## src/rtl/bist_pkg.sv

```systemverilog
// Shared definitions for the BIST response checker: state encoding, sequence
// geometry, expected-pattern lookup and the MISR step used when BIST_MISR_EN is set.
package bist_pkg;

    typedef enum logic [1:0] {
        ST_IDLE  = 2'd0,
        ST_SYNC  = 2'd1,
        ST_CHECK = 2'd2,
        ST_DONE  = 2'd3
    } state_t;

    localparam int SEQ_LEN = 9;
    localparam int PAT_W   = 4;
    localparam int PTR_W   = 4;

    function automatic logic [PAT_W-1:0] expected_pattern(input logic [PTR_W-1:0] pos);
        logic [PAT_W-1:0] pat;
        case (pos)
            4'd0:    pat = 4'b1000;
            4'd1:    pat = 4'b1100;
            4'd2:    pat = 4'b1110;
            4'd3:    pat = 4'b1111;
            4'd4:    pat = 4'b1110;
            4'd5:    pat = 4'b1100;
            4'd6:    pat = 4'b1000;
            4'd7:    pat = 4'b0000;
            4'd8:    pat = 4'b0000;
            default: pat = 4'b0000;
        endcase
        return pat;
    endfunction

    // Galois-form step of x^4+x+1 with the sample folded in.
    function automatic logic [PAT_W-1:0] misr_next(input logic [PAT_W-1:0] sig,
                                                   input logic [PAT_W-1:0] data);
        logic fb;
        fb = sig[3];
        return {sig[2], sig[1], sig[0] ^ fb, fb} ^ data;
    endfunction

endpackage

```

## src/rtl/bist_expected_gen.sv

```systemverilog
// Regenerates the expected walking pattern from a mod-SEQ_LEN position pointer.
module bist_expected_gen
    import bist_pkg::*;
(
    input  logic             clk,
    input  logic             rst,
    input  logic             clear,
    input  logic             advance,
    output logic [PAT_W-1:0] expected
);

    localparam logic [PTR_W-1:0] LAST_POS = PTR_W'(SEQ_LEN - 1);

    logic [PTR_W-1:0] ptr_r;

    // Position pointer: clear wins over advance, wraps after the last position.
    always_ff @(posedge clk) begin
        if (rst) begin
            ptr_r <= 4'd0;
        end else if (clear) begin
            ptr_r <= 4'd0;
        end else if (advance) begin
            ptr_r <= (ptr_r == LAST_POS) ? 4'd0 : ptr_r + 4'd1;
        end else begin
            ptr_r <= ptr_r;
        end
    end

    assign expected = expected_pattern(ptr_r);

endmodule

```

## config.mk

```make
export PLATFORM = sky130hd
export DESIGN_NAME = bist_expected_gen
export DESIGN_NICKNAME = d
export VERILOG_FILES = /design/src/rtl/bist_pkg.sv /design/src/rtl/bist_expected_gen.sv
export SDC_FILE = /design/constraint.sdc
export NUM_CORES = 1
export LEC_CHECK = 0
export BUFFER_PORTS_ARGS = -buffer_cell sky130_fd_sc_hd__buf_2
export CAP_MARGIN = 15
export CORE_AREA = 3 3 40 42
export DETAILED_ROUTE_END_ITERATION = 6
export DIE_AREA = 0 0 43 45
export MAX_ROUTING_LAYER = met4
export PLACE_DENSITY = 0.45
export RECOVER_POWER = 25
export SYNTH_ARGS = -nofsm -noshare
export SYNTH_HDL_FRONTEND = slang
export SYNTH_SLANG_ARGS = --single-unit
```

## constraint.sdc

```tcl
create_clock -name clk -period 1.7 [get_ports clk]
set_input_delay 0.085 -clock clk [delete_from_list [all_inputs] [get_ports clk]]
set_output_delay 0.085 -clock clk [all_outputs]
set_load 0.1 [all_outputs]
```

# [Word-level counts from Yosys, hierarchy flattened]
# Memories as Yosys holds them, arrays and structs flattened. A register that Yosys moved wholly into a read port is not among the register bits.
# Cells that the tools add are included.
# Widths: inputs -> output; s select.
[op_classes] add_sub_neg=1 mul=0 div_mod_pow=0 magnitude_cmp=0 eq_ne=1 shift=0 muxes=3 bitwise=0 n_reduce_logical=1
[op_table] op="$mux 4" count=3
[op_table] op="$add 4x1->4 const B" count=1
[op_table] op="$eq 4x4->1 const B" count=1
[op_table] op="$reduce_or 2->1" count=1
[totals] register_bits=4 latch_bits=0 ram_bits=0 romBits=64 inputBits=4 out_inout_bits=4 word_cells=8 memories=1
[mem_list] name="(no name shown)" words=16 word_bits=4 read_ports=1 rd_ports_with_merged_regs=1 write_ports=0 line_no="bist_pkg.sv:18" source="case (pos)"

# [Longest topological paths before layout]
[logic_depth] ltp_word=4 depth_mapped=6 mapped_depth_nobuf=6

# [Worst setup path before layout]
# No wires, ideal clock.
[synth_timing] kind="register to register" startpoint="reg ptr_r[0]" endpoint="reg, netlist name expected[2]" setup_ns=0.122 arrival_time_ns=1.337 required_ns=1.578 path_slack_ns=0.241 path_stages_with_launch=6 path_buffers=0 period_less_slack_ns=1.459 cell_sequence="dfxtp_1 > inv_1 > ha_1 > mux2i_1 > nor2_1 > o32a_1"
[synth_via] elab_chain_cells=4 word_cells_on_any_way=5 cone_classes="1 x add/sub; 1 x eq/ne; 3 x mux"
[synth_lines] item="start, declared" line_no="bist_expected_gen.sv:14" source="logic [PTR_W-1:0] ptr_r;"
[synth_lines] item="start signal, assigned" line_no="bist_expected_gen.sv:23" source="ptr_r <= (ptr_r == LAST_POS) ? 4'd0 : ptr_r + 4'd1;"
[synth_lines] item="start signal, assigned" line_no="bist_expected_gen.sv:25" source="ptr_r <= ptr_r;"
[synth_lines] item="$add 4x1->4 or $eq 4x4->1 (tied branches)" line_no="bist_expected_gen.sv:23"
[synth_lines] item="$mux 4" line_no="bist_expected_gen.sv:23"
[synth_lines] item="$mux 4 (no line) (*) (2 in a row)"
# Mark *: on every way between the ends. The rest lies on a longest branch, timed or not.
# A chain may end at the register's enable or synchronous reset.

# [Worst setup path in the final report]
[layout_timing] startpoint="reg ptr_r[0]" endpoint="reg, netlist name expected[2]"
[layout_via] elab_chain_cells=4 word_cells_on_any_way=5 cone_classes="1 x add/sub; 1 x eq/ne; 3 x mux"
[layout_lines] item="$add 4x1->4 or $eq 4x4->1 (tied branches)" line_no="bist_expected_gen.sv:23"
[layout_lines] item="$mux 4" line_no="bist_expected_gen.sv:23"
[layout_lines] item="$mux 4 (no line) (*) (2 in a row)"
# Marked as above.

==> impl_results.md <==
* Status: complete, no violations
* Leakage power at 0.190 nW
* Reg2reg end: expected[2]
* DP Worst Slack at approximately 96 ps
* Hold Path Depth at 3
* Setup TNS at 0 ps
* Crit start category: register
* Critical path arrival at roughly 1700 ps
* DR vias/cell at ~5
* Final hold vios at 0
* Crit Path Class: register to register
* Hold WC Path Type: input pin to register
* Commonest non-fill, non-tap cell in the layout: dfxtp_1
* Worst-Margin Slew at ~540 ps
* Synthesized Nets at 44
* Fin nets at 56
* Clk Tree Root Cell: clkbuf_4
* Clk_lat worst skew at 250 ps
* Synth cell types at 22
* Min-delay src: rst
* Clk sink count at 8
* Die width at approximately 43 µm
* Worst-case vdd ir drop at 0.000394 V
* Final worst slack at approximately 140 ps
* Fill cells at ~140
* Fin. max-slew vios at 0
* Wire per inst at approximately 11 µm
* Die Ht at ~45 µm
* Period minus WS final at approximately 1600 ps
* Routability cong. at 0.730
* Post-synth EDFFs at 0
* Clk slew on worst S/H paths at 50 ps
* Die ar. at just under 0.002 mm²
* Clk buf depth at 2
* Synth Register Bits at 8
* Final setup violation count at 0
* Worst Skew at 3.89 ps
* GRT Util Overall at ~8.1%
* P per Cell Area at approximately 860 mW/mm²
* Layout cells sized above 1 at 25.0%
* Drt pass-1 iters at 4
* DR DRC count at 0
* Leading cell types in the layout, fill and taps excluded: dfxtp_1 (8), nor2_1 (5), buf_2 (4)
* Wire length on met3 at around 57 µm
* Antenna cell count at 0
* FP Rows at 13
* Largest net degree at the start of global routing at 7
* Seq/Total Area, Yosys at around 44%
* CTS tree: done
* FF-to-FF path depth at 5
* First-pass GRT wire length at between 1000 and 1500 µm
* Worst R2R Start: ptr_r[0]
* R2R Setup Slk at 140 ps
* DPL Wire Length at roughly 550 µm
* Unrepaired setup endpoints after global routing: false
* Highest metal layer with signal wires: met4
* Yosys warns at 0
* Hold EP: expected[3]
* Total grt overflow at 0
* Mapped cell area at between 300 and 400 µm²
* I/O pin count at 8
* Core area at between 0.001 and 0.0015 mm²
* Mapped Avg Cell Area at about 9.5 µm²
* Worst Path Max Fanout at 4
* Vias in the first global route at 280
* Initial Util at 28.1%
* DR iter-0 viols at 10
* Primary FF master, synth: dfxtp_1
* Post-synth ARST share at 0%
* Port bufs at 7
* WL met2 at about 340 µm
* Utilization after layout at between 30% and 40%
* H-Tree Depth at 1
* Worst hold slack at ~84 ps
* Post-route antenna net violation count at 0
* Num CTS Buffers at 3
* Max-Cap Viols at 0
* P&R area growth vs syn at 22.1%
* Worst Setup SP: ptr_r[0]
* Final WL at between 600 and 700 µm
* Fmax achieved at 641 MHz
* Initial antenna violation count at 0
* Period utilization at between 90% and 100%
* Worst EP required at around 1800 ps
* Met1 Routed Length at ~290 µm
* Slew headroom at between 60 and 70%
* Worst setup EP type: register
* Mapped Cells at 38
* Vias at 314
[worst max-delay path: stages (launching register included)]
cell and delay (ps):
dfxtp_1 390, inv_1 60, ha_1 300, mux2i_2 230, nor2_1 130, o32a_1 350
[cell families after synthesis]
family | synth area share [%]
AO/OA/AOI/OAI | 15.2
buffers and inverters | 2.08
XOR/XNOR | 7.27
AND/OR/NAND/NOR | 21.5
adder cells (fa/ha/maj) | 6.92
flip-flops | 44.3
multiplexers | 2.77
[cells in the mapped netlist (2+ instances only)]
cell type	number	share of area, %
dfxtp_1	8	44
xor2_1	2	4.8
nor2_1	5	5.2
nand2_1	3	3.1
inv_1	2	2.1
ha_1	2	6.9
[sequential cells by signal (all words and copies together) (netlist names)]
signal and cells:
ptr_r 4, expected 4
[timing repair]
item,CTS,global route
setup endpoints to repair,0,1
hold buffers,0,0
resized for setup,0,1
buffers inserted,0,0
[final cells by class]
cell class	instances	area, µm²	share of cell area [%]
clock buffer	3	22.5	5.10
tap	15	18.8	4.25
sequential	8	160	36.3
inverter	2	7.51	1.70
multi-input combinational	28	198	44.8
timing repair buffer	7	35.0	7.93
[power by group]
group	internal [W]	total [W]	leakage, nW	switching, W
Sequential	0.000192	0.000195	0.0649	0.00000250
Combinational	0.0000123	0.0000457	0.111	0.0000334
Clock	0.0000804	0.000140	0.0138	0.0000594
[metal layers]
layer / up-vias / track usage, %
met1: 143 / 6.83
met2: 9 / 13.5
met5: - / -
li1: 160 / -
met4: 0 / 3.61
met3: 2 / 5.98
[worst max path at each step]
stage / end / cells past startpoint
floorplan: expected[2] / 5
global placement: expected[2] / 5
finish: expected[2] / 5
detailed placement: expected[2] / 5
CTS: expected[2] / 5
global route: expected[2] / 5
[metrics by stage]
step / instance area (µm²) / std cells / total power (W)
after floorplan: 362 / 38 / 0.000231
after global placement: 415 / 60 / 0.000242
after detailed placement: 415 / 60 / 0.000243
after CTS: 438 / 63 / 0.000386
after global routing: 442 / 63 / 0.000407
final: 442 / 63 / 0.000380
Note: power is estimated with default switching activity, not from simulation.
